[config.mk]
export PLATFORM = sky130hd
export DESIGN_NAME = serial_sub
export DESIGN_NICKNAME = d
export VERILOG_FILES = /design/src/rtl/serial_sub.sv
export SDC_FILE = /design/constraint.sdc
export NUM_CORES = 1
export LEC_CHECK = 0
export CAP_MARGIN = 5
export CORE_UTILIZATION = 46
export DETAILED_ROUTE_END_ITERATION = 10
export PLACE_DENSITY = 0.79
export SETUP_SLACK_MARGIN = 0.5
export SLEW_MARGIN = 10
export SYNTH_ARGS = -nofsm -noshare
export SYNTH_HDL_FRONTEND = slang
export SYNTH_SLANG_ARGS = --single-unit
[constraint.sdc]
create_clock -name clk -period 1.53 [get_ports clk]
set_clock_uncertainty 0.1 [all_clocks]
set_input_delay 0.2295 -clock clk [delete_from_list [all_inputs] [get_ports clk]]
set_output_delay 0.2295 -clock clk [all_outputs]
set_load 0.01 [all_outputs]
[src/rtl/serial_sub.sv]
// Bit-serial two's-complement subtractor (a - b, LSB first) behind ready/valid handshakes.
// Define SERIAL_SUB_OVF_EN to add the registered signed-overflow output ovf.
module serial_sub #(
    parameter int unsigned SIZE = 8
) (
    input  logic            clk,
    input  logic            rst,
    input  logic            in_valid,
    output logic            in_ready,
    input  logic [SIZE-1:0] a,
    input  logic [SIZE-1:0] b,
    output logic            out_valid,
    input  logic            out_ready,
`ifdef SERIAL_SUB_OVF_EN
    output logic            ovf,
`endif
    output logic [SIZE:0]   diff
);

    localparam int unsigned CNT_W = $clog2(SIZE + 1);

    typedef enum logic [1:0] {
        IDLE = 2'd0,
        RUN  = 2'd1,
        DONE = 2'd2
    } state_t;

    state_t          state;
    state_t          state_nxt;
    logic [SIZE-1:0] a_sh;
    logic [SIZE-1:0] b_sh;
    logic [SIZE-1:0] res;
    logic [SIZE-1:0] res_nxt;
    logic            borrow;
    logic            borrow_nxt;
    logic            d;
    logic [CNT_W-1:0] cnt;
    logic            last_bit;
`ifdef SERIAL_SUB_OVF_EN
    logic            a_msb;
    logic            b_msb;
`endif

    assign in_ready = (state == IDLE);

    // One full-subtractor slice; the new bit enters the result from the MSB side.
    always_comb begin
        d          = a_sh[0] ^ b_sh[0] ^ borrow;
        borrow_nxt = (~a_sh[0] & b_sh[0]) | (~(a_sh[0] ^ b_sh[0]) & borrow);
        res_nxt    = SIZE'({d, res} >> 1);
        last_bit   = (cnt == CNT_W'(SIZE - 1));
    end

    always_ff @(posedge clk or posedge rst) begin
        if (rst) begin
            state <= IDLE;
        end else begin
            state <= state_nxt;
        end
    end

    always_comb begin
        state_nxt = state;
        case (state)
            IDLE:    if (in_valid) state_nxt = RUN;
            RUN:     if (last_bit) state_nxt = DONE;
            DONE:    if (out_ready) state_nxt = IDLE;
            default: state_nxt = IDLE;
        endcase
    end

    // Datapath: operand capture, bit-serial shifting and result/valid registers.
    always_ff @(posedge clk or posedge rst) begin
        if (rst) begin
            a_sh      <= '0;
            b_sh      <= '0;
            res       <= '0;
            borrow    <= 1'b0;
            cnt       <= '0;
            diff      <= '0;
            out_valid <= 1'b0;
`ifdef SERIAL_SUB_OVF_EN
            a_msb     <= 1'b0;
            b_msb     <= 1'b0;
            ovf       <= 1'b0;
`endif
        end else begin
            case (state)
                IDLE: begin
                    if (in_valid) begin
                        a_sh   <= a;
                        b_sh   <= b;
                        borrow <= 1'b0;
                        cnt    <= '0;
`ifdef SERIAL_SUB_OVF_EN
                        a_msb  <= a[SIZE-1];
                        b_msb  <= b[SIZE-1];
`endif
                    end
                end
                RUN: begin
                    a_sh   <= a_sh >> 1;
                    b_sh   <= b_sh >> 1;
                    borrow <= borrow_nxt;
                    res    <= res_nxt;
                    cnt    <= cnt + CNT_W'(1);
                    if (last_bit) begin
                        diff      <= {borrow_nxt, res_nxt};
                        out_valid <= 1'b1;
`ifdef SERIAL_SUB_OVF_EN
                        ovf       <= (a_msb != b_msb) & (res_nxt[SIZE-1] != a_msb);
`endif
                    end
                end
                DONE: begin
                    if (out_ready) out_valid <= 1'b0;
                end
                default: begin
                    out_valid <= 1'b0;
                end
            endcase
        end
    end

endmodule

### Word-level counts from Yosys, hierarchy flattened

Index checks and enable logic that the tools add are counted.

* register bits: 41
* input bits: 20

* multiplexer cells: 15
* $add $sub $neg: 1
* bitwise operators: 8
* equality and inequality tests: 6
* reductions and logical operators: 6

Operators with widths (number)
* case mux 8 bit (2 select lines): 2
* 2-to-1 mux 8 bit: 2
* case mux 4 bit (2 select lines): 1
* 2-to-1 mux 2 bit: 3
* != test 2 bit, second input constant: 3
* case mux 2 bit (3 select lines): 1
* AND reduction 3 bit: 2
* adder 4 x 1 -> 4 bit, second input constant: 1
* equality test 4 x 3 -> 1 bit, second input constant: 1
* 2-to-1 mux 4 bit: 1
* AND reduction 2 bit: 2
* 2-to-1 mux 1 bit: 3
* NOT 1 bit: 3
* case mux 1 bit (3 select lines): 1
* bitwise AND 1 bit: 2
* equality test 2 x 1 -> 1 bit, second input constant: 1
* equality test 2 bit, second input constant: 1
* zero test 2 bit: 1
* case mux 1 bit (2 select lines): 1
* nonzero test 2 bit: 1
* XOR 1 bit: 2
* bitwise OR 1 bit: 1

### Logic depth before layout (Yosys ltp)

Gate-level depths: netlist (run 1).

* depth in word-level cells: 5
* depth in mapped cells: 6

### Least setup slack after synthesis (run 1)

Ideal clock, no wire load.

* path type: register to register
* start point: register state[1]
* end point: register diff[0]
* setup slack: 0.012 ns
* stages on the path, launching flop included: 6
* library setup time: 0.125 ns
* required time: 1.305 ns
* arrival time: 1.294 ns
* buffers on the path: 2
* cells stage by stage: dfrtp_1 > nand2b_4 > buf_6 > nor3_4 > buf_6 > mux2_2

* longest elaborated chain between the ends: 2

RTL lines
* start: declaration: RTL line 28 `state_t state;`
* start signal: assignment: RTL line 58 `state <= state_nxt;`
* equality test 2 x 1 -> 1 bit: RTL line 88 `case (state)`
* AND reduction 2 bit (no line)
* end signal: assignment: RTL line 108 `diff <= {borrow_nxt, res_nxt};`
* end: declaration: RTL line 17 `output logic [SIZE:0] diff`

Every way passes these cells.
A chain may end at the register's enable or synchronous reset.

### Worst setup path in the final report (run 1)

* start point: register cnt[0]
* end point: register diff[1]

* longest elaborated chain between the ends: 2

RTL lines
* start: declaration: RTL line 37 `logic [CNT_W-1:0] cnt;`
* start signal: assignment: RTL line 106 `cnt <= cnt + CNT_W'(1);`
* equality test 4 x 3 -> 1 bit: RTL line 51 `last_bit = (cnt == CNT_W'(SIZE - 1));`
* AND reduction 2 bit (no line)

Every way passes these cells.

==> results of run 1 <==
==> worst max-delay path, cell delays in order (launching register included) <==
cell and delay, ps:
dfrtp_1 400, ha_2 210, nand2_2 70, nor3_4 230, buf_12 170, mux2_4 310
==> report_power, final <==
part           internal (mW)  switching (mW)
combinational           1.67            1.32
clock                  0.402           0.351
sequential              1.49           0.351
==> area by class of cell <==
type / count / share of cell area
tap: 46 / 0.01954
timing repair buffer: 89 / 0.2884
multi-input combinational: 105 / 0.3101
sequential: 40 / 0.3407
clock buffer: 7 / 0.03271
inverter: 5 / 0.008496
==> layout by cell type (no fill, tap or decap), types with 3 or more instances in the layout <==
cell	netlist	routed
dfrtp_1	40	38
buf_4	1	32
buf_6	2	21
clkdlybuf4s50_1	0	19
nand2_2	0	15
nand2_1	37	15
buf_2	4	10
a22oi_2	0	9
o21ai_2	0	9
mux2_4	0	8
o21ai_1	0	7
nand2_4	0	7
clkbuf_8	0	7
nor2b_4	0	3
and3b_1	3	3
nor2_1	4	3
buf_12	0	3
buf_8	0	3
==> metrics by stage <==
step                area [sq um]  worst slack (ps)
floorplan                   1812             18.96
CTS                         2635            -6.141
global placement            2257            -215.4
global route                2945            -95.49
finish                      2945            -70.22
detailed placement          2257            -267.6
==> repair_timing <==
action | 4_1_cts | 5_1_grt
pin swaps | 4 | 14
buffers inserted | 18 | 17
setup endpoints to repair | 51 | 51
resized for setup | 82 | 53
hold buffers | 0 | 0
gates cloned | 4 | 0
==> final timing paths <==
check / depth (start not counted) / from / slack [ps] / end
setup reg to reg: 5 / cnt[0]$_DFFE_PP0P_ / -70 / diff[1]$_DFFE_PP0P_
setup / recovery: 5 / cnt[0]$_DFFE_PP0P_ / -70 / diff[1]$_DFFE_PP0P_
hold / removal: 2 / rst / 180 / res[3]$_DFFE_PP0P_
min in group clk: 2 / b_sh[4]$_DFFE_PP0P_ / 400 / b_sh[4]$_DFFE_PP0P_
hold reg to reg: 2 / b_sh[4]$_DFFE_PP0P_ / 400 / b_sh[4]$_DFFE_PP0P_
max in group asynchronous: 3 / rst / 740 / state[1]$_DFFE_PP0P_
==> routing by layer <==
layer / global-route usage / vias up
li1: - / 727
met2: 0.4588 / 77
met4: 0.09943 / 0
met3: 0.03623 / 23
met5: 0 / -
met1: 0.2660 / 793
==> sequential cells by signal, indices dropped and copies added, names as in the netlist <==
register and flops:
diff 9, a_sh 8, b_sh 8, res 7
cnt 4, state 2, borrow 1, out_valid 1
==> cells by family after synthesis <==
kind of cell,count (synthesis),synth area share
and+or+nand+nor,50,0.1352
adders and majority gates,2,0.01870
DFF,40,0.5755
muxes,10,0.06403
buffers and inverters,17,0.05036
AOI/OAI and AO/OA,42,0.1561
==> results.toml, run 1 <==
[floorplanning]
initial_core_util = 0.5014
die_x_um = 63.49
die_area_sq_um = 4031
rows = 21
core-area_sq_um = 3468
fp.dieH_um = 63.49
num_io_pins = 31

[routing]
drtAntennaViolNets = 0
wl_met2_um = 3041
drc = 0
route.met3.wl_um = 279
highest_layer = "met4"
viasPerCell = 5.548
routed-via-count = 1620
wl_per_cell_um = 18.80
firstDrtPassIters = 4
wl_met1_um = 1970
drt_wl_total_um = 5491
drt_iter0_drc = 60

[synthesis]
synth_area_leaders = "dfrtp_1, nand2_1, mux2_2"
syn-cell-area_sq_um = 1739
synth_top_cell_by_area = "dfrtp_1"
synth_edf_count = 0
synth_cells = 161
synth_seq_cells = 40
synth-async-reset-ratio = 1.000
ys_types = 29
ys.flop_type = "dfrtp_1"
netlist_top_cells_count = "dfrtp_1, nand2_1, o21ai_0"
synth_top_area_frac = 0.5755
synth_nets = 183
ys_seq_area_frac = 0.5755
synth_warnings = 0
syn_avg_cell_area_sq_um = 10.80
synth.most_common_cell = "dfrtp_1"

[outcome]
status = "finished with violations"
failed_checks = "negative setup slack"

[sta]
max_slew.worst_pin.slew_ps = 336.3
whs_ps = 177.6
setup_tns_ps = -546.4
hold_violations = 0
finalWorstSetupSlack_ps = -70.22
fin_crit_sh = 1.046
final_max_slew_viol_count = 0
max_slew_margin = 0.7754
rsz0062_at_grt = "yes"
post-route-min-period_ps = 1600
finalSetupViolations = 11
max_freq_ghz = 0.6249

[layout]
fillers = 178
multi_input_area_sq_um = 913.4
fin_cells = 292
drive_gt1_frac = 0.5772
antenna_cells = 0
seqCellArea_sq_um = 1003
finalNetCount = 268
area_growth_pct = 69.35
post-route-util = 0.8492

[global_routing]
grtUsageTotal = 0.2428
grt_start_max_net_pins = 18
grt_pass1_wl_um = 7424
grt_antenna_before_repair = 0
gr-total-overflow = 0
grt_pass1_vias = 1644

[clock_tree]
htreeDepth = 2
cts.sinks = 40
clk_pin_slew_ps = 80
clock_path_buffers = 2
clockRootBuffer = "clkbuf_8"
cts_made_buffers = 5
cts_tree = "yes"
clk_latency_ps = 290

[placed_design]
placedCellCount = 246
dp_hpwl_um = 2716
place_congestion = 0.7497
portBuffers = 30

[power_and_ir_drop]
ir_drop_mv = 1.102
power.density_nw_per_um2 = 1895
fin_total_pwr_mw = 5.581
p_leak_nw = 1.442

[worst_setup_path]
cp_max_fo = 8
start_kind = "flip-flop"
cp.arrival_ps = 1680
worstSetupPathType = "flip-flop to flip-flop"
worstPathRequired_ps = 1610
cp-end-kind = "flip-flop"

[flow_run]
drv_cap = 0

[min_path]
worstHoldPathType = "input pin to async pin"
(Power assumes the default switching activity.)
==> inputs of run 2 (changes only) <==
--- a/config.mk
+++ b/config.mk
@@ -6,9 +6,9 @@
 export NUM_CORES = 1
 export LEC_CHECK = 0
 export CAP_MARGIN = 5
-export CORE_UTILIZATION = 46
+export CORE_UTILIZATION = 51
 export DETAILED_ROUTE_END_ITERATION = 10
-export PLACE_DENSITY = 0.79
+export PLACE_DENSITY = 0.83
 export SETUP_SLACK_MARGIN = 0.5
 export SLEW_MARGIN = 10
 export SYNTH_ARGS = -nofsm -noshare
==> constraint.sdc (replaced) <==
create_clock -name clk -period 1.5 [get_ports clk]
set_clock_uncertainty 0.1 [all_clocks]
set_input_delay 0.225 -clock clk [delete_from_list [all_inputs] [get_ports clk]]
set_output_delay 0.225 -clock clk [all_outputs]
set_load 0.01 [all_outputs]
==> results.toml, run 2 (synthesis gave the netlist of run 1 again) <==
[global_routing]
grt_pass1_wl_um = 7058
grt_pass1_vias = 1557
grt_start_max_net_pins = 41
gr-total-overflow = 0
grt_antenna_before_repair = 0
grtUsageTotal = 0.2689

[layout]
antenna_cells = 0
final_cell_area_sq_um = 2805
top_regs = "diff: 9 flops, a_sh: 8 flops, b_sh: 8 flops"
fillers = 151
drive_gt1_frac = 0.5504
final_common_cell = "dfrtp_1"
fin_cells = 282
finalNetCount = 259
final_cell_mix = "dfrtp_1, buf_4, clkdlybuf4s50_1"
post-route-util = 0.8897
max_flop_register = "diff"
largest_register_ffs = 9
area_growth_pct = 61.29

[routing]
wl_per_cell_um = 17.99
drt_wl_total_um = 5073
drt_iter0_drc = 117
firstDrtPassIters = 4
viasPerCell = 5.670
routed-via-count = 1599
drtAntennaViolNets = 0
drc = 0

[clock_tree]
clk_latency_ps = 340
cts_tree = "yes"
cts_made_buffers = 5
clk_pin_slew_ps = 120
clock_path_buffers = 2
htreeDepth = 2
cts.sinks = 40
clockRootBuffer = "clkbuf_4"

[sta]
fin_crit_sh = 1.064
final_max_slew_viol_count = 0
max_slew.worst_pin.slew_ps = 247.6
max_slew_margin = 0.8332
max_freq_ghz = 0.6263
finalWorstSetupSlack_ps = -96.69
post-route-min-period_ps = 1597
rsz0062_at_grt = "yes"
finalSetupViolations = 16
hold_violations = 0

[placed_design]
dp_hpwl_um = 2546
placedCellCount = 243
portBuffers = 30
dpl_worst_slack_ps = -242.2
place_congestion = 0.7802
placed_area_sq_um = 2235

[floorplanning]
fp.dieH_um = 60.40
initial_core_util = 0.5516
die_area_sq_um = 3648
die_x_um = 60.40
core-area_sq_um = 3153
num_io_pins = 31
rows = 20

[power_and_ir_drop]
ir_drop_mv = 1.020
power.density_nw_per_um2 = 1925
p_leak_nw = 1.377

[worst_setup_path]
cp_max_fo = 5
worstPathRequired_ps = 1630
crit_start = "state[1]$_DFFE_PP0P_"
cp-end-kind = "flip-flop"
worstSetupPathType = "flip-flop to flip-flop"
start_kind = "flip-flop"
cp.arrival_ps = 1720
r2r_start = "state[1]$_DFFE_PP0P_"

[outcome]
status = "finished with violations"
failed_checks = "negative setup slack"

[flow_run]
drv_cap = 0

[min_path]
worstHoldPathType = "input pin to async pin"
run 2: cell types whose count changed in the layout (fill, tap and decap cells not counted), moves of 3 or more:
cell	change
clkbuf_4	+5
a22oi_1	+4
nand2_1	-3
a22oi_2	-4
clkbuf_8	-5
buf_6	-3
run 2: cell type report:
| cell class | instances | area, sq um | area share |
|---|---|---|---|
| Tap cell | 44 | 55.05 | 0.01963 |
| Clock buffer | 7 | 65.06 | 0.02319 |
| Inverter | 5 | 25.02 | 0.008921 |
| Clock inverter | 1 | 30.03 | 0.01070 |
| Timing Repair Buffer | 80 | 730.7 | 0.2605 |
| Multi-Input combinational cell | 105 | 895.9 | 0.3194 |
| Sequential cell | 40 | 1003 | 0.3577 |
run 2: repair_timing:
action,CTS,global route
setup endpoints to repair,51,51
gates cloned,2,0
buffers inserted,24,5
resized for setup,86,42
hold buffers,0,0
pin swaps,5,9
run 2: metal layers:
metal,vias up,global-route usage,wire [um]
li1,716,-,-
met1,803,0.3173,1948
met2,64,0.4898,2780
met3,16,0.04691,237
met4,0,0.09635,106
met5,-,0,0
run 2: path summary, 6_finish.rpt:
kind                                        end  slack (ps)  cells past startpoint
max                         diff[3]$_DFFE_PP0P_        -100                      5
min                          res[3]$_DFFE_PP0P_         180                      3
max reg2reg                 diff[3]$_DFFE_PP0P_        -100                      5
min reg2reg                 a_sh[7]$_DFFE_PP0P_         410                      1
max in group asynchronous  state[1]$_DFFE_PP0P_         920                      3
min in group clk            a_sh[7]$_DFFE_PP0P_         410                      1
run 2: through the flow:
step | setup TNS (ps) | total power [mW] | hold WS (ps)
after global placement | -1934 | 3.511 | 362.7
final | -979.0 | 5.400 | 180.4
after global routing | -1575 | 5.656 | 182.1
after detailed placement | -3003 | 3.626 | 375.4
after CTS | -694.7 | 4.845 | 163.6
after floorplan | -77.27 | 2.927 | 103.8
run 2: where the power goes:
| group | switching [mW] | internal [mW] | leakage (nW) |
|---|---|---|---|
| sequential | 0.383 | 1.52 | 0.510 |
| combinational | 1.24 | 1.47 | 0.815 |
| clock | 0.347 | 0.443 | 0.0515 |
run 2: critical path: stages, from the launching register on:
cell,delay (ps)
dfrtp_2,440
buf_6,120
nand2b_4,140
nor3_4,210
buf_6,180
mux2_4,300
==> edit: new RTL, settings of run 1 <==
The option `SERIAL_SUB_OVF_EN` is turned on by a define.
--- a/src/rtl/serial_sub.sv
+++ b/src/rtl/serial_sub.sv
@@ -2,2 +2,4 @@
 // Define SERIAL_SUB_OVF_EN to add the registered signed-overflow output ovf.
+`define SERIAL_SUB_OVF_EN
+
 module serial_sub #(
Formal check against the unedited RTL (old outputs only; new: ovf): equivalent (Yosys induction, for registers that start in step).
==> edit against run 1 <==
  * The run still ends with setup timing left
  * Synthesized area is 10% higher
  * Cell count is 3.1% higher
  * Sequential cell count is 3 higher
  * Design area is 3.7% higher
  * Total power is 5.7% higher
  * First-iteration DRC count is 32% higher
  * Routed wire length is 0.86% higher
  * Worst setup slack worse by 42 ps
  * Critical path type unchanged
  * Largest power group unchanged
==> edit: results (changes against run 1) <==
| Metric | Value |
|---|---|
| Status | `finished, violations left` |
| Violated checks | `setup timing` |
| PortBufs | `31 (+3.3%)` |
| First-pass GRT wire length | `7370 µm (-0.74%)` |
| Crit path from | `borrow` |
| DP Wirelength | `2740 µm (+0.93%)` |
| Placed Area | `2450 µm² (+8.4%)` |
| Register area share after synthesis | `56.2% (-1.3 points)` |
| Slew headroom | `76.8% (-0.78 points)` |
| Worst setup margin | `-112 ps (-41.9 ps)` |
| Synth cell count leaders | `dfrtp_1 (43), nand2_1 (37), o21ai_0 (16)` |
| Share of layout cells above drive strength 1 | `57.0% (-0.75 points)` |
| Pleak | `1.48 nW (+2.6%)` |
| Total Wirelength | `5540 µm (+0.86%)` |
| Synth top area cells | `dfrtp_1 (56%), nand2_1 (7.3%), mux2_4 (5.5%)` |
| Syn nets | `192 (+4.9%)` |
| RePlAce Congestion | `0.785 (+4.7%)` |
| CTS max path bufs | `2 (unchanged)` |
| Total Routing Usage GR | `23.1% (-1.2 points)` |
| VDD IR-drop max | `1.08 mV (-2.4%)` |
| Fin nets | `272 (+1.5%)` |
| First DRT Iteration DRCs | `79 (+32%)` |
| Library cells used by synthesis | `32 (+10%)` |
| Setup-failing EPs final | `9 (-2)` |
| Via count | `1602 (-1.1%)` |
| RR Startpoint | `borrow` |
| Vias in the first global route | `1534 (-6.7%)` |
-- edit: worst max-delay path: stages, from the launching register on --
cell and delay (ps):
dfrtp_1 340, inv_2 50, fa_1 600, nand2b_4 150, o21ai_2 50, mux2_4 250
-- edit: cell families (layout without fill, tap and decap cells) --
family	after synthesis	in the layout	share of synthesized area [%]
flops	43	43	56.2
simple gates	54	54	14.6
compound gates	42	42	13.7
buf+inv	16	97	4.84
mux	13	13	8.89
fa+ha+maj	2	2	1.70
-- edit: area by class of cell --
class                   count  area (µm²)
flip-flops and latches     43        1080
fillers                   239         946
clock buffers               8         100
well taps                  50        62.6
multi-input cells         111        1010
repair buffers             84         773
inverters                   5        27.5
-- edit: metrics by stage --
stage / TNS (ps) / instances / hold slack (ps) / setup slack (ps)
finish: -666 / 301 / 114 / -112
global route: -1290 / 301 / 141 / -167
CTS: -57.0 / 284 / 123 / -57.0
detailed placement: -306 / 263 / 370 / -117
global placement: -172 / 263 / 365 / -80.4
floorplan: -54.9 / 170 / 127 / -14.9
-- edit: final timing paths --
check                                  to  slack [ps]  cells after the start
worst max register to register        ovf        -110                      5
max in group asynchronous         b_sh[5]         770                      3
worst max-delay path                  ovf        -110                      5
worst min-delay path              a_sh[4]         110                      2
min in group clk                out_valid         400                      1
worst min register to register  out_valid         400                      1
-- edit: power by group through the flow --
| stage | registers (mW) | logic (mW) | clock network [mW] |
|---|---|---|---|
| CTS | 1.92 | 2.29 | 0.785 |
| detailed placement | 1.92 | 2.01 | 0 |
| finish | 2.04 | 3.08 | 0.783 |
| global route | 2.09 | 3.27 | 0.825 |
| floorplan | 1.95 | 1.22 | 0 |
| global placement | 1.92 | 1.92 | 0 |
-- edit: what timing repair did --
action,CTS,global route
buffers inserted,11,17
setup endpoints to repair,55,55
pin swaps,12,26
cloned,2,0
gates resized for setup,84,53
-- edit: layer usage --
metal  share of wire (%)  up-vias  GRT usage (%)
li1                    -      743              -
met2                  51       39           37.8
met3                 3.4        9           3.94
met5                   0        -              0
met4                 1.8        0           9.31
met1                  44      811           30.4
